[config.mk]
export PLATFORM = sky130hd
export DESIGN_NAME = program_counter
export DESIGN_NICKNAME = d
export VERILOG_FILES = /design/src/rtl/program_counter.sv
export SDC_FILE = /design/constraint.sdc
export NUM_CORES = 1
export LEC_CHECK = 0
export CAP_MARGIN = 15
export CORE_MARGIN = 2
export CORE_UTILIZATION = 53
export CTS_CLUSTER_DIAMETER = 150
export DETAILED_ROUTE_END_ITERATION = 6
export GPL_ROUTABILITY_DRIVEN = 1
export PLACE_DENSITY = 0.76
export SYNTH_ARGS = -nofsm -noshare
export SYNTH_HDL_FRONTEND = slang
export SYNTH_SLANG_ARGS = --single-unit
[constraint.sdc]
create_clock -name clock -period 3 [get_ports clock]
set_clock_uncertainty 0.15 [all_clocks]
set_input_delay 0.9 -clock clock [delete_from_list [all_inputs] [get_ports clock]]
set_output_delay 0.9 -clock clock [all_outputs]
set_load 0.01 [all_outputs]
[src/rtl/program_counter.sv]
// Program counter with a return-address stack for call/ret.
// Define PC_TRAP_EN to vector to TRAP_ADDR and pulse trap on stack overflow/underflow.
module program_counter #(
  parameter int unsigned            BUS_WIDTH   = 8,
  parameter int unsigned            STACK_DEPTH = 4,
  parameter logic [BUS_WIDTH-1:0]   RESET_ADDR  = '0,
  parameter logic [BUS_WIDTH-1:0]   TRAP_ADDR   = '1,
  localparam int unsigned           DepthW      = $clog2(STACK_DEPTH + 1)
) (
  input  logic                 clock,
  input  logic                 reset_n,
  input  logic [BUS_WIDTH-1:0] in,
  input  logic                 load,
  input  logic                 inc,
  input  logic                 call,
  input  logic                 ret,
  output logic [BUS_WIDTH-1:0] out,
  output logic [DepthW-1:0]    depth,
  output logic                 stack_full,
  output logic                 stack_empty,
  output logic                 fault,
  output logic                 trap
);

  localparam logic [DepthW-1:0] FullDepth = DepthW'(STACK_DEPTH);

  logic [BUS_WIDTH-1:0] out_q, out_d;
  logic [DepthW-1:0]    depth_q, depth_d;
  logic                 fault_q, fault_d;
  logic [BUS_WIDTH-1:0] stack_q [STACK_DEPTH];
  logic [BUS_WIDTH-1:0] next_addr, top;
  logic                 push, fault_ev;

  assign next_addr   = out_q + BUS_WIDTH'(1);
  assign stack_full  = (depth_q == FullDepth);
  assign stack_empty = (depth_q == '0);

  always_comb begin
    top = '0;
    for (int i = 0; i < STACK_DEPTH; i++) begin
      if (depth_q == DepthW'(i + 1)) top = stack_q[i];
    end
  end

  // Fixed priority: ret > call > load > inc > hold.
  always_comb begin
    out_d    = out_q;
    depth_d  = depth_q;
    fault_d  = fault_q;
    push     = 1'b0;
    fault_ev = 1'b0;
    if (ret) begin
      if (stack_empty) begin
        fault_ev = 1'b1;
      end else begin
        out_d   = top;
        depth_d = depth_q - DepthW'(1);
      end
    end else if (call) begin
      if (stack_full) begin
        fault_ev = 1'b1;
      end else begin
        push    = 1'b1;
        out_d   = in;
        depth_d = depth_q + DepthW'(1);
      end
    end else if (load) begin
      out_d = in;
    end else if (inc) begin
      out_d = next_addr;
    end
    if (fault_ev) begin
      fault_d = 1'b1;
`ifdef PC_TRAP_EN
      out_d = TRAP_ADDR;
`endif
    end
  end

  always_ff @(posedge clock) begin
    if (!reset_n) begin
      out_q   <= RESET_ADDR;
      depth_q <= '0;
      fault_q <= 1'b0;
    end else begin
      out_q   <= out_d;
      depth_q <= depth_d;
      fault_q <= fault_d;
    end
  end

  // Entries carry no reset; they are only read after being written.
  always_ff @(posedge clock) begin
    if (reset_n && push) begin
      for (int i = 0; i < STACK_DEPTH; i++) begin
        if (depth_q == DepthW'(i)) stack_q[i] <= next_addr;
      end
    end
  end

`ifdef PC_TRAP_EN
  logic trap_q;
  always_ff @(posedge clock) begin
    if (!reset_n) trap_q <= 1'b0;
    else          trap_q <= fault_ev;
  end
  assign trap = trap_q;
`else
  assign trap = 1'b0;
`endif

  assign out   = out_q;
  assign depth = depth_q;
  assign fault = fault_q;

endmodule

==> run summary <==
result of the run - complete, no violations
sequential cell area fraction in the yosys report - 57.42%
Synth top area share - 45.93%
overall fraction of global-route tracks in use - 24.96%
kind of capture point of the worst setup path - output port
setup repair after global routing missed its margin - no
Final Hold Fails - 0
mean instance size in the synthesized netlist - 11.56 um2
reg-to-reg critical path startpoint - depth[2]
count of pins on the block boundary - 29
xor/xnor share of the synthesized area - 2.093%
cells along the critical path - inv_1, ha_1, nor2b_1, clkdlybuf4s50_1
data arrival time of the critical path - 1.84 ns
post-synthesis simple-gate area fraction - 12.74%
kind of start point of the critical path - flip-flop
DIE HEIGHT - 66.83 um
number of enable-type register cells in the synthesized netlist - 32
multiplexer share of the synthesized area - 0.5383%
library cell with the largest summed area after synthesis - sky130_fd_sc_hd__edfxtp_1
start point of the worst min-delay path - fault
actual slew at the worst max-slew pin - 0.5288 ns
P_leak - 0.8995 nW
placeable core region - 0.003716 mm2
via count of the first global-routing pass - 1,614
share of synthesized cell area in full adder, half adder and majority cells - 4.187%
pre-CTS WS - 0.1672 ns
main combinational cell family by area after synthesis - compound AO/OA/AOI/OAI gates
sum of net half-perimeters after detailed placement - 3620 um
Global Route met1 Usage - 33.00%
achievable clock frequency - 0.3456 GHz
relative contribution of combinational cells to total power - 35.4%
Initial Util - 56.30%
number of buffer and inverter instances along the worst setup path - 2
accumulated negative setup slack - 0 ns
number of nets in the synthesized netlist - 202
post-layout worst setup margin - 0.1066 ns
crit path max fanout - 7
vias per cell - 6.169
Flop pwr share - 42.1%
cell area after placement - 0.002469 mm2
synthesized flop and latch total - 44
largest incremental delay on the critical path - 0.54 ns
number of DRC violations after detailed-routing iteration 0 - 190
number of port buffers - 27
area delta synth->final - 23.39%
power density cells - 782.7 mW/mm2
Routed wire per std cell - 18.50 um
YS warnings - 0
routability congestion estimate - 0.8708
total power consumption of the routed design - 2.020 mW
number of filler cells placed in the layout - 280
post-CTS setup buffers - 0
type of the tightest min-delay check - reg -> reg
share of the core filled with cells in the final layout - 69.46%
post-route DRC violation count - 0
cell types with the highest counts after synthesis - 32 x sky130_fd_sc_hd__edfxtp_1, 18 x sky130_fd_sc_hd__nand2_1, 18 x sky130_fd_sc_hd__o21ai_0
met2 Track Usage GR - 38.75%
synthesized cell area - 0.002092 mm2
TritonCTS clock tree - built
Post-synth top flop - sky130_fd_sc_hd__edfxtp_1
number of standard cells after synthesis - 181
global-route met3 utilization - 7.095%
switching pwr - 675.1 uW
Site Rows - 22
Clock Pin Slew Worst Setup and Hold Paths - 0.08 ns
classification of the worst setup path - reg -> out
final instance area - 0.002581 mm2
Setup crit start - depth[1]
number of distinct library cell variants in the gate-level netlist after synthesis - 46
clk sink count - 44
CTS Buffer Depth - 2
Net count, final - 239
relative slew slack - 64.65%
clock root cell - sky130_fd_sc_hd__clkbuf_8
number of diodes added for antenna fixing - 0
most crowded layer after global routing - met2
global-route wire length before repair - 7976 um
Area contributors post-synth - sky130_fd_sc_hd__edfxtp_1 46%, sky130_fd_sc_hd__dfxtp_1 11%, sky130_fd_sc_hd__o21ai_0 4.3%, sky130_fd_sc_hd__ha_1 4.2%, sky130_fd_sc_hd__a221oi_1 3.8%
number of max-cap violations - 0
Max rail drop VDD - 0.5149 mV
remaining number of nets flagged by the antenna check after routing - 0
width of the chip - 66.83 um
Critical Path Stages - 4
cts bufs inserted - 5
final setup vio count - 0
share of total power consumed by net switching - 33.41%
First-pass DRT Iterations - 5
Hold Path Stages - 1
maximum number of pins on one net before global-route repair - 15
fraction of final layout cells sized beyond drive strength 1 - 14.16%
Worst path slowest cell - sky130_fd_sc_hd__clkdlybuf4s50_1
Compound-Gate Fraction of Synth Area - 19.86%
antenna violations before repair - 0
Clk network pwr share - 22.5%
fraction of the cycle the final worst path needs - 96.45%
overall via count from detail_route - 1,647
die footprint - 0.004466 mm2
internal power contribution - 1.345 mW
most instantiated library cell after synthesis - sky130_fd_sc_hd__edfxtp_1
top cell family by delay on the critical path - buffers and inverters
clock latency of the later-clocked register in the worst-skew pair - 0.31 ns
length in cells of the worst reg-to-reg path - 6
share of synthesized flip-flops with an asynchronous set or reset - 0%
worst path required time - 1.95 ns
number of levels in the clock H-tree - 2
Max Transition Viols Final - 0
final worst path period need - 2.893 ns
Routed WL - 4940 um
leftover overflow at the end of global routing - 0
## stage by stage
step,instances,hold WS (ns)
after floorplan,181,0.3591
after global placement,259,0.2976
after detailed placement,259,0.3120
after CTS,267,0.3302
after global routing,267,0.3602
final,267,0.3261
## power by group through the flow
stage                     clock network, mW  logic (mW)  registers (mW)
after floorplan                           0       0.387           0.861
after global placement                    0       0.691           0.855
after detailed placement                  0       0.703           0.860
after CTS                             0.460       0.706           0.848
after global routing                  0.483       0.785           0.858
final                                 0.455       0.715           0.850
## cell families after synthesis
group / count (synthesis)
XOR/XNOR: 5
flip-flops: 44
other: 1
buffers and inverters: 15
AO/OA/AOI/OAI: 59
multiplexers: 1
AND/OR/NAND/NOR: 49
adder cells (fa/ha/maj): 7
## sequential cells by signal, summed over array words and instances (netlist names)
register and cells:
depth 3, fault 1, stack_q 32, out 8
## per-layer routing
layer / routed length [um] / vias to the layer above
li1: - / 763
met1: 2146 / 798
met2: 2293 / 79
met3: 436 / 7
met4: 63 / 0
met5: 0 / -
## final timing paths
kind | end | slack [ns]
max | stack_empty | 0.11
min | fault | 0.33
max reg2reg | out[0] | 0.52
min reg2reg | fault | 0.33
## repair_timing
item / CTS / global route
gates resized for setup: 0 / 1
setup endpoints to repair: 0 / 2
hold buffers: 0 / 0
## worst reg2reg max path: cells and delay by family, from the launching register on
family,cells,cell delay (ns)
adders and majority gates,1,0.38
AOI/OAI and AO/OA,3,0.75
buffers and inverters,1,0.11
DFF,1,0.51
and+or+nand+nor,1,0.53
## cells in the final DEF (no fill, tap or decap), types with 2 or more instances in the layout
cell,Yosys,layout
sky130_fd_sc_hd__clkbuf_8,0,5
sky130_fd_sc_hd__a221oi_1,9,9
sky130_fd_sc_hd__nand3b_1,2,2
sky130_fd_sc_hd__o21a_1,3,3
sky130_fd_sc_hd__nor2b_1,2,2
sky130_fd_sc_hd__o311ai_0,3,3
sky130_fd_sc_hd__or2_2,3,3
sky130_fd_sc_hd__dfxtp_1,12,11
sky130_fd_sc_hd__inv_1,6,6
sky130_fd_sc_hd__xor2_1,2,2
sky130_fd_sc_hd__edfxtp_1,32,32
sky130_fd_sc_hd__nor2_1,4,4
sky130_fd_sc_hd__a31oi_1,7,7
sky130_fd_sc_hd__o31a_1,2,2
sky130_fd_sc_hd__a21o_1,5,5
sky130_fd_sc_hd__o21ai_0,18,18
sky130_fd_sc_hd__ha_1,7,7
sky130_fd_sc_hd__or3_1,3,3
sky130_fd_sc_hd__and2_1,4,4
sky130_fd_sc_hd__nand3_1,4,4
sky130_fd_sc_hd__xnor2_1,3,3
sky130_fd_sc_hd__clkdlybuf4s50_1,0,27
sky130_fd_sc_hd__nand2_1,18,18
sky130_fd_sc_hd__a31o_2,3,3
sky130_fd_sc_hd__buf_4,1,11
## cell type report
cell class | count | area [um2] | share of cell area (%)
timing repair buffer | 38 | 352.8 | 13.67
clock inverter | 3 | 42.54 | 1.648
clock buffer | 5 | 68.82 | 2.666
multi-input combinational | 122 | 828.3 | 32.09
tap | 48 | 60.06 | 2.327
sequential | 44 | 1202 | 46.58
inverter | 7 | 26.28 | 1.018
Note: power is estimated with default switching activity, not from simulation.
